`src/rtl/aes_out_pkg.sv`:
```
// ----------------------------------------------------------------------------
// aes_out_pkg
//   Shared constants and types for the AES ciphertext output path.
//
//   AES_BLK_W    : width of one AES block in bits (128)
//   AES_NBYTES   : number of bytes per block (16)
//   aes_block_t  : one 128-bit block, byte 15 in [127:120]
//   aes_parity_t : one parity bit per byte of a block
// ----------------------------------------------------------------------------
package aes_out_pkg;

    localparam int AES_BLK_W  = 128;
    localparam int AES_NBYTES = 16;

    typedef logic [AES_BLK_W-1:0]  aes_block_t;
    typedef logic [AES_NBYTES-1:0] aes_parity_t;

endpackage

```
`src/rtl/aes_out_fifo.sv`:
```
// ----------------------------------------------------------------------------
// aes_out_fifo
//   Small circular buffer holding finished output entries. Pointers wrap
//   modulo DEPTH (DEPTH is a power of two, so plain binary wrap works).
//   A push into a full buffer is accepted only when a pop happens on the same
//   edge; otherwise it is dropped and reported on `drop` for one cycle.
//   The storage array itself is never reset; the head is only meaningful
//   while head_valid is high.
//
//   Parameters
//     DEPTH      : number of entries (2..8, power of two)
//     WIDTH      : entry width in bits
//   Ports
//     clk        : clock, rising edge
//     rst        : asynchronous active-low reset of pointers and count
//     clear      : synchronous flush, overrides push and pop
//     push       : write push_data at the tail this edge
//     push_data  : entry to store
//     ready      : downstream accept; pops the head when head_valid is high
//     head_data  : entry at the head (undefined when head_valid is low)
//     head_valid : buffer holds at least one entry
//     count      : number of entries held
//     drop       : push this cycle is being discarded (buffer full, no pop)
// ----------------------------------------------------------------------------
module aes_out_fifo #(
    parameter int DEPTH = 2,
    parameter int WIDTH = 128
) (
    input  logic                         clk,
    input  logic                         rst,
    input  logic                         clear,
    input  logic                         push,
    input  logic [WIDTH-1:0]             push_data,
    input  logic                         ready,
    output logic [WIDTH-1:0]             head_data,
    output logic                         head_valid,
    output logic [$clog2(DEPTH+1)-1:0]   count,
    output logic                         drop
);

    localparam int PW = $clog2(DEPTH);
    localparam int CW = $clog2(DEPTH+1);
    localparam logic [CW-1:0] FULL_CNT = CW'(DEPTH);

    logic [WIDTH-1:0] mem [DEPTH];
    logic [PW-1:0]    rd_ptr;
    logic [PW-1:0]    wr_ptr;
    logic [CW-1:0]    cnt;

    logic empty;
    logic full;
    logic pop;
    logic wr_en;

    assign empty = (cnt == '0);
    assign full  = (cnt == FULL_CNT);
    assign pop   = !empty && ready;

    // A full buffer still takes a new entry when the head leaves on the
    // same edge; the freed slot is exactly the one the write pointer hits.
    assign wr_en = push && !clear && (!full || pop);
    assign drop  = push && !clear && full && !pop;

    always_ff @(posedge clk or negedge rst) begin
        if (!rst) begin
            rd_ptr <= '0;
            wr_ptr <= '0;
            cnt    <= '0;
        end else if (clear) begin
            rd_ptr <= '0;
            wr_ptr <= '0;
            cnt    <= '0;
        end else begin
            if (pop) begin
                rd_ptr <= rd_ptr + PW'(1);
            end
            if (wr_en) begin
                wr_ptr <= wr_ptr + PW'(1);
            end
            case ({wr_en, pop})
                2'b10:   cnt <= cnt + CW'(1);
                2'b01:   cnt <= cnt - CW'(1);
                default: cnt <= cnt;
            endcase
        end
    end

    always_ff @(posedge clk) begin
        if (wr_en) begin
            mem[wr_ptr] <= push_data;
        end
    end

    assign head_data  = mem[rd_ptr];
    assign head_valid = !empty;
    assign count      = cnt;

endmodule

```
`src/rtl/aes_text_out_stage.sv`:
```
// ----------------------------------------------------------------------------
// aes_text_out_stage
//   Final AddRoundKey of an AES core plus a small output buffer with
//   valid/ready handshake. On every cycle with done=1 the block
//   round_state ^ round_key is pushed into the buffer; the head is presented
//   on text_out with out_valid and leaves when out_ready is high.
//   A block arriving while the buffer is full (and nothing leaves that cycle)
//   is discarded and sets the sticky overflow flag.
//
//   Optional feature (compile-time macro AES_TEXT_OUT_PARITY_EN):
//     adds output out_parity[15:0], even parity per byte of text_out,
//     computed when the block is captured and stored with it.
//
//   Parameters
//     DEPTH       : buffered blocks (2..8, power of two)
//   Ports
//     clk         : clock, rising edge
//     rst         : asynchronous active-low reset
//     clear       : synchronous flush of buffer and overflow flag
//     done        : one-cycle pulse marking the final round
//     round_state : final-round state after SubBytes/ShiftRows
//     round_key   : last round key
//     text_out    : ciphertext at buffer head, zero when out_valid=0
//     out_valid   : text_out holds a block
//     out_ready   : downstream accept
//     count       : blocks held
//     overflow    : sticky, a block was dropped
//     out_parity  : (macro only) per-byte even parity of text_out
// ----------------------------------------------------------------------------
module aes_text_out_stage
    import aes_out_pkg::*;
#(
    parameter int DEPTH = 2
) (
    input  logic                         clk,
    input  logic                         rst,
    input  logic                         clear,
    input  logic                         done,
    input  aes_block_t                   round_state,
    input  aes_block_t                   round_key,
    output aes_block_t                   text_out,
    output logic                         out_valid,
    input  logic                         out_ready,
    output logic [$clog2(DEPTH+1)-1:0]   count,
`ifdef AES_TEXT_OUT_PARITY_EN
    output aes_parity_t                  out_parity,
`endif
    output logic                         overflow
);

`ifdef AES_TEXT_OUT_PARITY_EN
    localparam int ENTRY_W = AES_BLK_W + AES_NBYTES;

    // Parity bit per byte such that byte plus parity bit has an even number
    // of ones, i.e. the XOR of the byte's bits.
    function automatic aes_parity_t byte_parity(input aes_block_t blk);
        aes_parity_t p;
        p = '0;
        for (int i = 0; i < AES_NBYTES; i++) begin
            p[i] = ^blk[8*i +: 8];
        end
        return p;
    endfunction
`else
    localparam int ENTRY_W = AES_BLK_W;
`endif

    // ---- stage p0: final AddRoundKey and entry assembly ----
    aes_block_t         blk_p0;
    logic               vld_p0;
    logic [ENTRY_W-1:0] entry_p0;

    assign blk_p0 = round_state ^ round_key;
    assign vld_p0 = done;

`ifdef AES_TEXT_OUT_PARITY_EN
    assign entry_p0 = {byte_parity(blk_p0), blk_p0};
`else
    assign entry_p0 = blk_p0;
`endif

    // ---- stage p1: buffered block at the head ----
    logic [ENTRY_W-1:0] head_p1;
    logic               vld_p1;
    logic               drop_p1;

    aes_out_fifo #(
        .DEPTH (DEPTH),
        .WIDTH (ENTRY_W)
    ) u_fifo (
        .clk        (clk),
        .rst        (rst),
        .clear      (clear),
        .push       (vld_p0),
        .push_data  (entry_p0),
        .ready      (out_ready),
        .head_data  (head_p1),
        .head_valid (vld_p1),
        .count      (count),
        .drop       (drop_p1)
    );

    // The storage array is not reset, so the head is masked whenever the
    // buffer is empty; this also zeroes the outputs immediately on reset.
    assign out_valid = vld_p1;
    assign text_out  = vld_p1 ? head_p1[AES_BLK_W-1:0] : '0;

`ifdef AES_TEXT_OUT_PARITY_EN
    assign out_parity = vld_p1 ? head_p1[ENTRY_W-1 -: AES_NBYTES] : '0;
`endif

    // clear wins over a concurrent drop: drop_p1 is already gated by clear.
    always_ff @(posedge clk or negedge rst) begin
        if (!rst) begin
            overflow <= 1'b0;
        end else if (clear) begin
            overflow <= 1'b0;
        end else if (drop_p1) begin
            overflow <= 1'b1;
        end
    end

endmodule

```
`config.mk`:
```
export PLATFORM = sky130hd
export DESIGN_NAME = aes_text_out_stage
export DESIGN_NICKNAME = d
export VERILOG_FILES = /design/src/rtl/aes_out_pkg.sv /design/src/rtl/aes_out_fifo.sv /design/src/rtl/aes_text_out_stage.sv
export SDC_FILE = /design/constraint.sdc
export NUM_CORES = 1
export LEC_CHECK = 0
export ABC_AREA = 1
export ABC_CLOCK_PERIOD_IN_PS = 7750
export BUFFER_PORTS_ARGS = -buffer_cell sky130_fd_sc_hd__buf_2
export CAP_MARGIN = 10
export CORE_UTILIZATION = 51
export DETAILED_ROUTE_END_ITERATION = 8
export PLACE_DENSITY = 0.9
export SYNTH_ARGS = -nofsm -noshare
export SYNTH_HDL_FRONTEND = slang
export SYNTH_SLANG_ARGS = --single-unit
```
`constraint.sdc`:
```
create_clock -name clk -period 7.75 [get_ports clk]
set_clock_uncertainty 0.15 [all_clocks]
set_input_delay 1.1625 -clock clk [delete_from_list [all_inputs] [get_ports clk]]
set_output_delay 1.1625 -clock clk [all_outputs]
set_load 0.02 [all_outputs]
```
==> flow_metrics.tcl <==
set metrics [dict create \
    status "complete, but fails checks" \
    failed_checks "design-rule violations" \
    syn_area_um2 11500 \
    dieArea_um2 23200 \
    maxCapViolCount 0 \
    vias 7897 \
    place_inst 1487 \
    clockPowerShare_pct 29.6 \
    cp_max_fo 86 \
    drtIter0Drc 586 \
    final-seq-area_um2 7820 \
    place_area_um2 13500 \
    crit_type "reg2out" \
    initial_core_util_pct 52.4 \
    drc 18 \
    syn_nets 1111 \
    area_delta_synth_final_pct 25.5 \
    gr-usage-all-layers_pct 22.1 \
    slowest_stage "buf_4" \
    grt_pass1_vias 7779 \
    totalWireLength_um 26200 \
    grt_first_pass_wirelength_um 40000 \
    core_um2 22000 \
    routedWlPerCell_um 17.1 \
    syn_inst 850 \
    required_ns 6.44 \
    slew_headroom_pct 34.6 \
    nNetsFinal 1497 \
    die_w_um 152 \
    final_cell_area_um2 14500 \
    fin_cells 1536 \
    antenna_found_initial 0 \
    rows 54 \
    syn_area_per_cell_um2 13.6 \
    overflow 0 \
    dpl_worst_slack_ns 3.69 \
    finalHoldViolCount 0 \
    tightest_slew_ns 0.981 \
    cts_buffers 27 \
    final_antenna_net_count 0 \
    hp-class "in2async" \
    swShare_pct 35.6 \
    cts_hold_buf 0 \
    period_share_pct 59.9 \
    clkSinkCount 261 \
    intPower_mw 2.97 \
    power_density_nw_per_um2 319 \
    period_minus_slack_ns 4.64 \
    post_cts_buffers 0 \
    root_buffer "clkbuf_16" \
    ys_seq_area_share_pct 67.7 \
    path_clk_slew_ns 0.06 \
    pwr-share-seq_pct 37.9 \
    p_sw_mw 1.64 \
    htreeDepth 1 \
    p_leak_nw 5.97 \
    start_kind "flop" \
    power_frac_comb_pct 32.5 \
    finalWeightedCongestion 0.774 \
    clockBufferDepth 3 \
    ys_seq_elements 261 \
    clk_latency_ns 0.52 \
    fillers 1568 \
    drive_gt1_share_pct 45.5 \
    hpwl_um 17900 \
    setup_ws_ns 3.11 \
    antenna_cells 0 \
    multiInputGateArea_um2 3330 \
    ir_worst_vdd_uv 411 \
    setup_viol 0 \
    worstPathArrival_ns 3.33 \
    viasPerCell 5.14 \
    grt_max_degree 87 \
    port-buffer-count 392 \
    worstPathCellList "inv_4 -> buf_4 -> nand2_1 -> a21oi_2 -> buf_2" \
    die-height_um 152 \
    fmax_ghz 0.216 \
    fin_tns_setup_ns 0 \
    cts_tree "done" \
    grt_setup_unrepaired "no" \
    drv_slew 0 \
    crit_path_max_incr_delay_ns 0.82 \
    critPathCaptureType "primary output" \
    ys_warn_count 0 \
    first_pass_iters 9 \
    ios 393 \
    yosysUniqueCellTypes 21 \
    ctsResizeCount 0 \
]
==> power groups by stage <==
stage,sequential (mW),clock (mW),combinational [mW]
2_1_floorplan,1.76,0,1.17
3_3_place_gp,1.77,0,1.48
3_5_place_dp,1.78,0,1.51
4_1_cts,1.75,1.39,1.52
5_1_grt,1.76,1.44,1.61
6_report,1.75,1.36,1.50
==> area by class of cell <==
cell class	instances	area share, %
clock inverters	18	1.78
clock buffers	31	4.77
inverters	7	0.233
repair buffers	399	13.9
well taps	280	2.42
multi-input cells	540	23.0
flip-flops and latches	261	53.9
==> cell families (layout without fill, tap and decap cells) <==
group	count (synthesis)	count (layout)	synth area share, %
DFF	261	261	67.7
and+or+nand+nor	278	278	9.24
AOI/OAI and AO/OA	133	133	9.67
buffers and inverters	49	455	3.64
xor gates and xnor gates	129	129	9.79
==> worst max-delay path, delay by kind of cell (launching register included) <==
| kind | cells | cell delay (ns) |
|---|---|---|
| buf+inv | 3 | 1.51 |
| flops | 1 | 0.76 |
| compound gates | 1 | 0.19 |
| simple gates | 1 | 0.20 |
==> synth_stat cells <==
master	count	area (µm²)
a21oi_1	10	50.1
a21oi_2	120	1050
buf_12	11	220
buf_2	26	130
buf_6	3	33.8
clkbuf_1	2	7.51
dfrtp_1	5	125
edfxtp_1	256	7690
inv_1	2	7.51
inv_2	4	15.0
inv_4	1	6.26
nand2_1	264	991
nand2_4	1	11.3
nand3_1	4	20.0
nand3_2	1	10.0
nand4_1	2	12.5
nor2_1	6	22.5
o21ai_0	2	10.0
o21ai_1	1	5.00
xnor2_1	1	8.76
xor2_1	128	1120
==> sequential cells by signal, indices dropped and copies added (netlist names) <==
register,cells
u_fifo.mem,256
overflow,1
u_fifo.rd_ptr,1
u_fifo.wr_ptr,1
u_fifo.count,2
==> placed cells by master, fill, tap and decap left out, types with 3 or more instances in the layout <==
| cell | count |
|---|---|
| a21oi_1 | 10 |
| a21oi_2 | 120 |
| buf_2 | 392 |
| buf_4 | 7 |
| bufinv_16 | 6 |
| clkbuf_1 | 4 |
| clkbuf_16 | 27 |
| clkinv_2 | 4 |
| dfrtp_1 | 4 |
| edfxtp_1 | 256 |
| inv_2 | 3 |
| inv_6 | 4 |
| nand2_1 | 264 |
| nand3_1 | 4 |
| nor2_1 | 4 |
| xor2_1 | 128 |
==> routing by layer <==
metal	track usage, %	routed length (µm)	up-vias
li1	-	-	3705
met1	26.0	9600	3705
met2	40.1	13800	410
met3	3.16	1740	77
met4	10.5	1100	0
met5	0	0	-
==> worst paths after layout <==
path	slack, ns	depth (start not counted)	to	startpoint
min in group clk	0.37	2	overflow$_DFFE_PN0P_	overflow$_DFFE_PN0P_
max in group asynchronous	6.98	1	u_fifo.rd_ptr$_DFFE_PN0P_	rst
max	3.11	5	text_out[125]	u_fifo.rd_ptr$_DFFE_PN0P_
min reg2reg	0.37	2	overflow$_DFFE_PN0P_	overflow$_DFFE_PN0P_
max reg2reg	4.92	4	u_fifo.rd_ptr$_DFFE_PN0P_	u_fifo.rd_ptr$_DFFE_PN0P_
min	0.30	1	u_fifo.wr_ptr$_DFFE_PN0P_	rst
==> per-stage QoR <==
stage	hold slack (ns)	power, mW	utilization, %
3_3_place_gp	0.331	3.26	61.5
3_5_place_dp	0.369	3.28	61.5
4_1_cts	0.283	4.66	65.8
2_1_floorplan	0.334	2.94	-
6_report	0.305	4.62	65.8
5_1_grt	0.290	4.81	65.8
Power figures use the tool's default switching activity.
